$ cat src/rtl/pkt_tx_framer.sv
// Transmit framer: latches the packet fields and sends them as 16-bit words over valid/ready.
// Optional TX energy debit (nrg_update, nrgAfterTx) is built only when TX_NRG_DEBIT_EN is defined.
module pkt_tx_framer #(
  parameter int unsigned WORD_WIDTH = 16,
  parameter int unsigned HB_LEN     = 4,
  parameter int unsigned FULL_LEN   = 8,
  parameter logic [WORD_WIDTH-1:0] COST_H1 = 16'h0005,
  parameter logic [WORD_WIDTH-1:0] COST_H2 = 16'h0009,
  parameter logic [WORD_WIDTH-1:0] COST_H3 = 16'h0011,
  parameter logic [WORD_WIDTH-1:0] COST_H4 = 16'h001b
) (
  input  logic                  clk,
  input  logic                  nrst,
  input  logic                  en,
  input  logic                  tx_setting,
  input  logic [2:0]            rPacketType,
  input  logic [5:0]            rTimeslot,
  input  logic [WORD_WIDTH-1:0] rSourceID,
  input  logic [WORD_WIDTH-1:0] rDestinationID,
  input  logic [WORD_WIDTH-1:0] rSourceHops,
  input  logic [WORD_WIDTH-1:0] rQValue,
  input  logic [WORD_WIDTH-1:0] rEnergyLeft,
  input  logic [WORD_WIDTH-1:0] rChosenCH,
  input  logic [WORD_WIDTH-1:0] rHopsFromCH,
  input  logic [WORD_WIDTH-1:0] myEnergy,
  input  logic                  tx_ready,
  output logic [WORD_WIDTH-1:0] tx_data,
  output logic                  tx_valid,
  output logic                  tx_last,
  output logic                  tx_busy,
  output logic                  tx_done,
  output logic                  tx_drop,
  output logic [WORD_WIDTH-1:0] tx_cost,
  output logic                  nrg_update,
  output logic [WORD_WIDTH-1:0] nrgAfterTx
);

  typedef enum logic [1:0] {IDLE, SEND, DONE} state_t;

  localparam logic [2:0] HB_LAST   = 3'(HB_LEN - 1);
  localparam logic [2:0] FULL_LAST = 3'(FULL_LEN - 1);

  state_t state, state_nxt;

  logic [2:0]            lat_type;
  logic [5:0]            lat_slot;
  logic [WORD_WIDTH-1:0] lat_src, lat_dst, lat_shops, lat_q, lat_nrg, lat_ch, lat_hops;
  logic [2:0]            idx;
  logic [2:0]            last_idx;
  logic                  start_ok;
  logic                  at_last;
  logic [WORD_WIDTH-1:0] cost_calc;
  logic [WORD_WIDTH-1:0] word_sel;

  assign start_ok = en && (rPacketType <= 3'b101);
  assign last_idx = (lat_type == 3'b000) ? HB_LAST : FULL_LAST;
  assign at_last  = (idx == last_idx);

  // Route cost saturates at the 4-hop figure for any larger hop count.
  always_comb begin
    cost_calc = COST_H1;
    if (tx_setting) begin
      if (rHopsFromCH <= 1)      cost_calc = COST_H1;
      else if (rHopsFromCH == 2) cost_calc = COST_H2;
      else if (rHopsFromCH == 3) cost_calc = COST_H3;
      else                       cost_calc = COST_H4;
    end
  end

  always_ff @(posedge clk or negedge nrst) begin
    if (!nrst) state <= IDLE;
    else       state <= state_nxt;
  end

  always_comb begin
    state_nxt = state;
    case (state)
      IDLE:    if (start_ok) state_nxt = SEND;
      SEND:    if (tx_ready && at_last) state_nxt = DONE;
      DONE:    state_nxt = IDLE;
      default: state_nxt = IDLE;
    endcase
  end

  always_ff @(posedge clk or negedge nrst) begin
    if (!nrst) begin
      lat_type  <= '0;
      lat_slot  <= '0;
      lat_src   <= '0;
      lat_dst   <= '0;
      lat_shops <= '0;
      lat_q     <= '0;
      lat_nrg   <= '0;
      lat_ch    <= '0;
      lat_hops  <= '0;
      idx       <= '0;
      tx_cost   <= '0;
      tx_drop   <= 1'b0;
    end else begin
      tx_drop <= en && ((state != IDLE) || (rPacketType > 3'b101));
      if (state == IDLE && start_ok) begin
        lat_type  <= rPacketType;
        lat_slot  <= rTimeslot;
        lat_src   <= rSourceID;
        lat_dst   <= rDestinationID;
        lat_shops <= rSourceHops;
        lat_q     <= rQValue;
        lat_nrg   <= rEnergyLeft;
        lat_ch    <= rChosenCH;
        lat_hops  <= rHopsFromCH;
        idx       <= '0;
        tx_cost   <= cost_calc;
      end else if (state == SEND && tx_ready && !at_last) begin
        idx <= idx + 3'd1;
      end
    end
  end

  always_comb begin
    word_sel = '0;
    case (idx)
      3'd0: word_sel = {lat_type, {(WORD_WIDTH-9){1'b0}}, lat_slot};
      3'd1: word_sel = lat_src;
      3'd2: word_sel = lat_dst;
      3'd3: word_sel = lat_shops;
      3'd4: word_sel = lat_q;
      3'd5: word_sel = lat_nrg;
      3'd6: word_sel = lat_ch;
      3'd7: word_sel = lat_hops;
      default: word_sel = '0;
    endcase
  end

  always_comb begin
    tx_valid = 1'b0;
    tx_last  = 1'b0;
    tx_data  = '0;
    tx_busy  = (state != IDLE);
    tx_done  = (state == DONE);
    if (state == SEND) begin
      tx_valid = 1'b1;
      tx_data  = word_sel;
      tx_last  = at_last;
    end
  end

`ifdef TX_NRG_DEBIT_EN
  logic [WORD_WIDTH-1:0] nrg_calc;
  logic [WORD_WIDTH-1:0] nrg_hold;

  assign nrg_calc = (myEnergy >= tx_cost) ? (myEnergy - tx_cost) : '0;

  always_ff @(posedge clk or negedge nrst) begin
    if (!nrst)               nrg_hold <= '0;
    else if (state == DONE)  nrg_hold <= nrg_calc;
  end

  // The fresh result is visible on the tx_done cycle itself, then held.
  assign nrg_update = (state == DONE);
  assign nrgAfterTx = (state == DONE) ? nrg_calc : nrg_hold;
`else
  logic unused_energy;
  assign unused_energy = ^myEnergy;
  assign nrg_update    = 1'b0;
  assign nrgAfterTx    = '0;
`endif

endmodule

$ cat config.mk
export PLATFORM = sky130hd
export DESIGN_NAME = pkt_tx_framer
export DESIGN_NICKNAME = d
export VERILOG_FILES = /design/src/rtl/pkt_tx_framer.sv
export SDC_FILE = /design/constraint.sdc
export NUM_CORES = 1
export LEC_CHECK = 0
export CORE_AREA = 2 2 124 114
export CTS_BUF_LIST = sky130_fd_sc_hd__clkbuf_4
export DETAILED_ROUTE_END_ITERATION = 7
export DIE_AREA = 0 0 126 116
export PLACE_DENSITY = 0.81
export SETUP_SLACK_MARGIN = 0.3
export SYNTH_ARGS = -nofsm -noshare
export SYNTH_HDL_FRONTEND = slang
export SYNTH_SLANG_ARGS = --single-unit
$ cat constraint.sdc
create_clock -name clk -period 4.1 [get_ports clk]
set_input_delay 0.82 -clock clk [delete_from_list [all_inputs] [get_ports clk]]
set_output_delay 0.82 -clock clk [all_outputs]
set_load 0.1 [all_outputs]
==> flow_summary.toml <==
[synthesis]
synthDistinctLibCells = 48
async_reset_ff_frac = 1.000
synth_cells = 469
ys_warn_count = 0
yosys_most_used_dff = "dfrtp_1"
synth_seq_cells = 132
syn_avg_cell_area_sq_um = 13.35
ys_seq_area_frac = 0.5275
synth_area_sq_um = 6262
synth_edf_count = 0

[critical_path]
critPathMaxFanout = 7
cp-endpoint = "tx_data[14]"
crit_buf_inv = 2
worstSetupStartpoint = "idx[0]"
critPathArrivalTime_ns = 2.88
rr_endpoint = "lat_slot[5]"
worstPathCellList = "ha_2 -> ha_1 -> or4_1 -> or2_4 -> buf_4 -> a31oi_4 -> buf_12"
crit_type = "flop to output pin"
crit_family = "simple AND/OR/NAND/NOR gates"
rrSetupSlack_ns = 2.04
cp_slowest_stage_delay_ns = 0.56
startpoint_type = "flop"
worstSetupEndpointType = "output pin"
crit_required_ns = 3.28
worstSetupPathDepth = 7
reg2regPathDepth = 4
slowest_stage = "or4_1"
r2r-start = "state[1]"

[placement]
dp_hpwl_um = 11280
place_area_sq_um = 8079
port_buffers = 151
globalplace.congestion = 0.8518

[routing]
firstDrtPassIters = 5
vias = 4433
drc_errors = 0
vias_per_cell = 5.514
wirelength_um = 15860
drtIter0Drc = 294
wire_per_inst_um = 19.72
postRouteAntennaNets = 0

[cells_and_area]
multi_input_area_sq_um = 2814
register_area_sq_um = 3303
drive_above_1_share = 0.3585
fill_cells = 964
area_growth_pct = 35.42
nets = 771
antennaDiodeCount = 0
final_cell_area_sq_um = 8481

[global_routing]
globalRouteOverflowTotal = 0
grt_max_degree = 113
antenna_found_initial = 0
grt_pass1_vias = 4764
grtUsageTotal = 0.2263
grt_pass1_wl_um = 25220

[floorplan]
fp.dieW_um = 126
core_sq_um = 13210
die_area_sq_um = 14620
fp-row-count = 40
die_h_um = 116
start_util = 0.4740
ioPinCount = 196

[clock_network]
ctsLongestPathBuffers = 2
cts_made_buffers = 17
insertion_delay_ns = 0.55
htreeDepth = 4
cts_tree = "built"
clock_sink_count = 132
clk_pin_slew_ns = 0.12
cts-root-buf = "clkbuf_4"

[timing]
fin_crit_sh = 0.9025
max_freq_mhz = 270.2
finalSetupViolCount = 0
slew_violations = 0
finalClockSkew_ns = 0.01258
hold_viol = 0
setup_tns_ns = 0
max_slew.worst_pin.slew_ns = 1.035
rsz0062_at_grt = "no"
min_period_ns = 3.700
slew_headroom = 0.3100

[hold_path]
hold_path_class = "input port to asynchronous set/reset pin"

[power_and_ir_drop]
leakage_uw = 0.003448
finalPower_uw = 8042
peakVddDrop_v = 0.0006631
power.density_nw_per_um2 = 948.3

[run_status]
outcome = "finished, final reports clean"

[run]
maxCapViolations = 0
==> area by class of cell <==
type	instances	share of cell area
clock buffer	17	0.01505
clock inverter	15	0.02420
inverter	4	0.001770
multi-input combinational	302	0.3318
sequential	132	0.3895
tap	168	0.02479
timing repair buffer	166	0.2129
==> kinds of logic after synthesis <==
| kind of cell | share of synthesized area |
|---|---|
| multiplexers | 0.2567 |
| AND/OR/NAND/NOR | 0.03457 |
| flip-flops | 0.5275 |
| AO/OA/AOI/OAI | 0.1049 |
| adder cells (fa/ha/maj) | 0.01199 |
| other | 0.0005988 |
| buffers and inverters | 0.06374 |
==> timing repair <==
action | 4_1_cts | 5_1_grt
setup buffers | 0 | 2
hold buffers | 0 | 0
endpoints found under the setup margin | 16 | 6
gates resized for setup | 5 | 4
pin swaps | 0 | 1
==> cell usage in the layout (no fill, tap or decap), types with 4 or more instances in the layout <==
cell type        count
mux2_2             141
nor4_1               4
conb_1              28
clkdlybuf4s50_1    132
buf_4               15
dfrtp_1            132
a31oi_1              4
buf_12              18
o31ai_1              5
inv_1                4
o21ai_0              6
a31oi_4              6
o31ai_2              4
a222oi_1             8
a21oi_1              4
a31oi_2              4
nand2_1             16
clkbuf_4            17
a21o_1               4
a22o_1              12
a221oi_1             9
a22oi_1              4
bufinv_16            4
ha_1                 5
==> flip-flops by register name (all words and copies together) (netlist names) <==
| signal | cells |
|---|---|
| lat_hops | 16 |
| lat_q | 16 |
| lat_type | 3 |
| lat_slot | 6 |
| lat_ch | 16 |
| lat_shops | 16 |
| lat_dst | 16 |
| lat_nrg | 16 |
| tx_cost | 5 |
| tx_drop | 1 |
| idx | 3 |
| lat_src | 16 |
| state | 2 |
==> how the worst min path moves through the flow <==
stage	endpoint	slack [ns]
floorplan	lat_ch[1]	0.47
global placement	tx_cost[0]	0.45
detailed placement	tx_cost[0]	0.46
CTS	lat_dst[1]	0.40
global route	lat_hops[0]	0.46
finish	lat_dst[1]	0.35
==> layer usage <==
metal	up-vias	track usage	share of wire
met4	0	0.09377	0.021
met1	2217	0.2831	0.41
met3	25	0.07479	0.082
met5	-	0	0
li1	2018	-	-
met2	173	0.3656	0.48
==> power breakdown <==
part / switching [uW] / total, uW / internal, uW
clock: 510 / 999 / 489
combinational: 2790 / 4730 / 1940
sequential: 369 / 2320 / 1950
==> synth_stat cells, types with 2 or more instances <==
cell      number  share of area
a21o_1         4         0.0048
a21oi_1        4         0.0032
a221o_1        2         0.0032
a221oi_1       9          0.013
a222oi_1       8          0.013
a22o_1        12          0.017
a22oi_1        4         0.0048
a31oi_1       14          0.014
and4_1         2         0.0028
buf_2         10         0.0080
buf_4         37          0.044
buf_6          2         0.0036
clkbuf_1       8         0.0048
dfrtp_1      132           0.53
ha_1           6          0.012
inv_1          4         0.0024
mux2_2       141           0.25
mux2i_1        2         0.0032
nand2_1       16         0.0096
nand2b_1       2         0.0020
nand3_1        2         0.0016
nor2_1         2         0.0012
nor2b_1        3         0.0030
nor4_1         4         0.0040
o21ai_0        6         0.0048
o221ai_1       2         0.0028
o31ai_1        9          0.011
or2_2          2         0.0020
==> per-stage QoR <==
stage / setup WS [ns] / instances / hold WS [ns] / utilization
floorplan: 0.04905 / 496 / 0.4749 / -
global placement: 0.6209 / 770 / 0.4531 / 0.6115
detailed placement: 0.5429 / 770 / 0.4590 / 0.6115
CTS: 0.3080 / 802 / 0.4014 / 0.6383
global route: 0.2967 / 804 / 0.4590 / 0.6419
finish: 0.3997 / 804 / 0.3479 / 0.6419
Power figures use the tool's default switching activity.
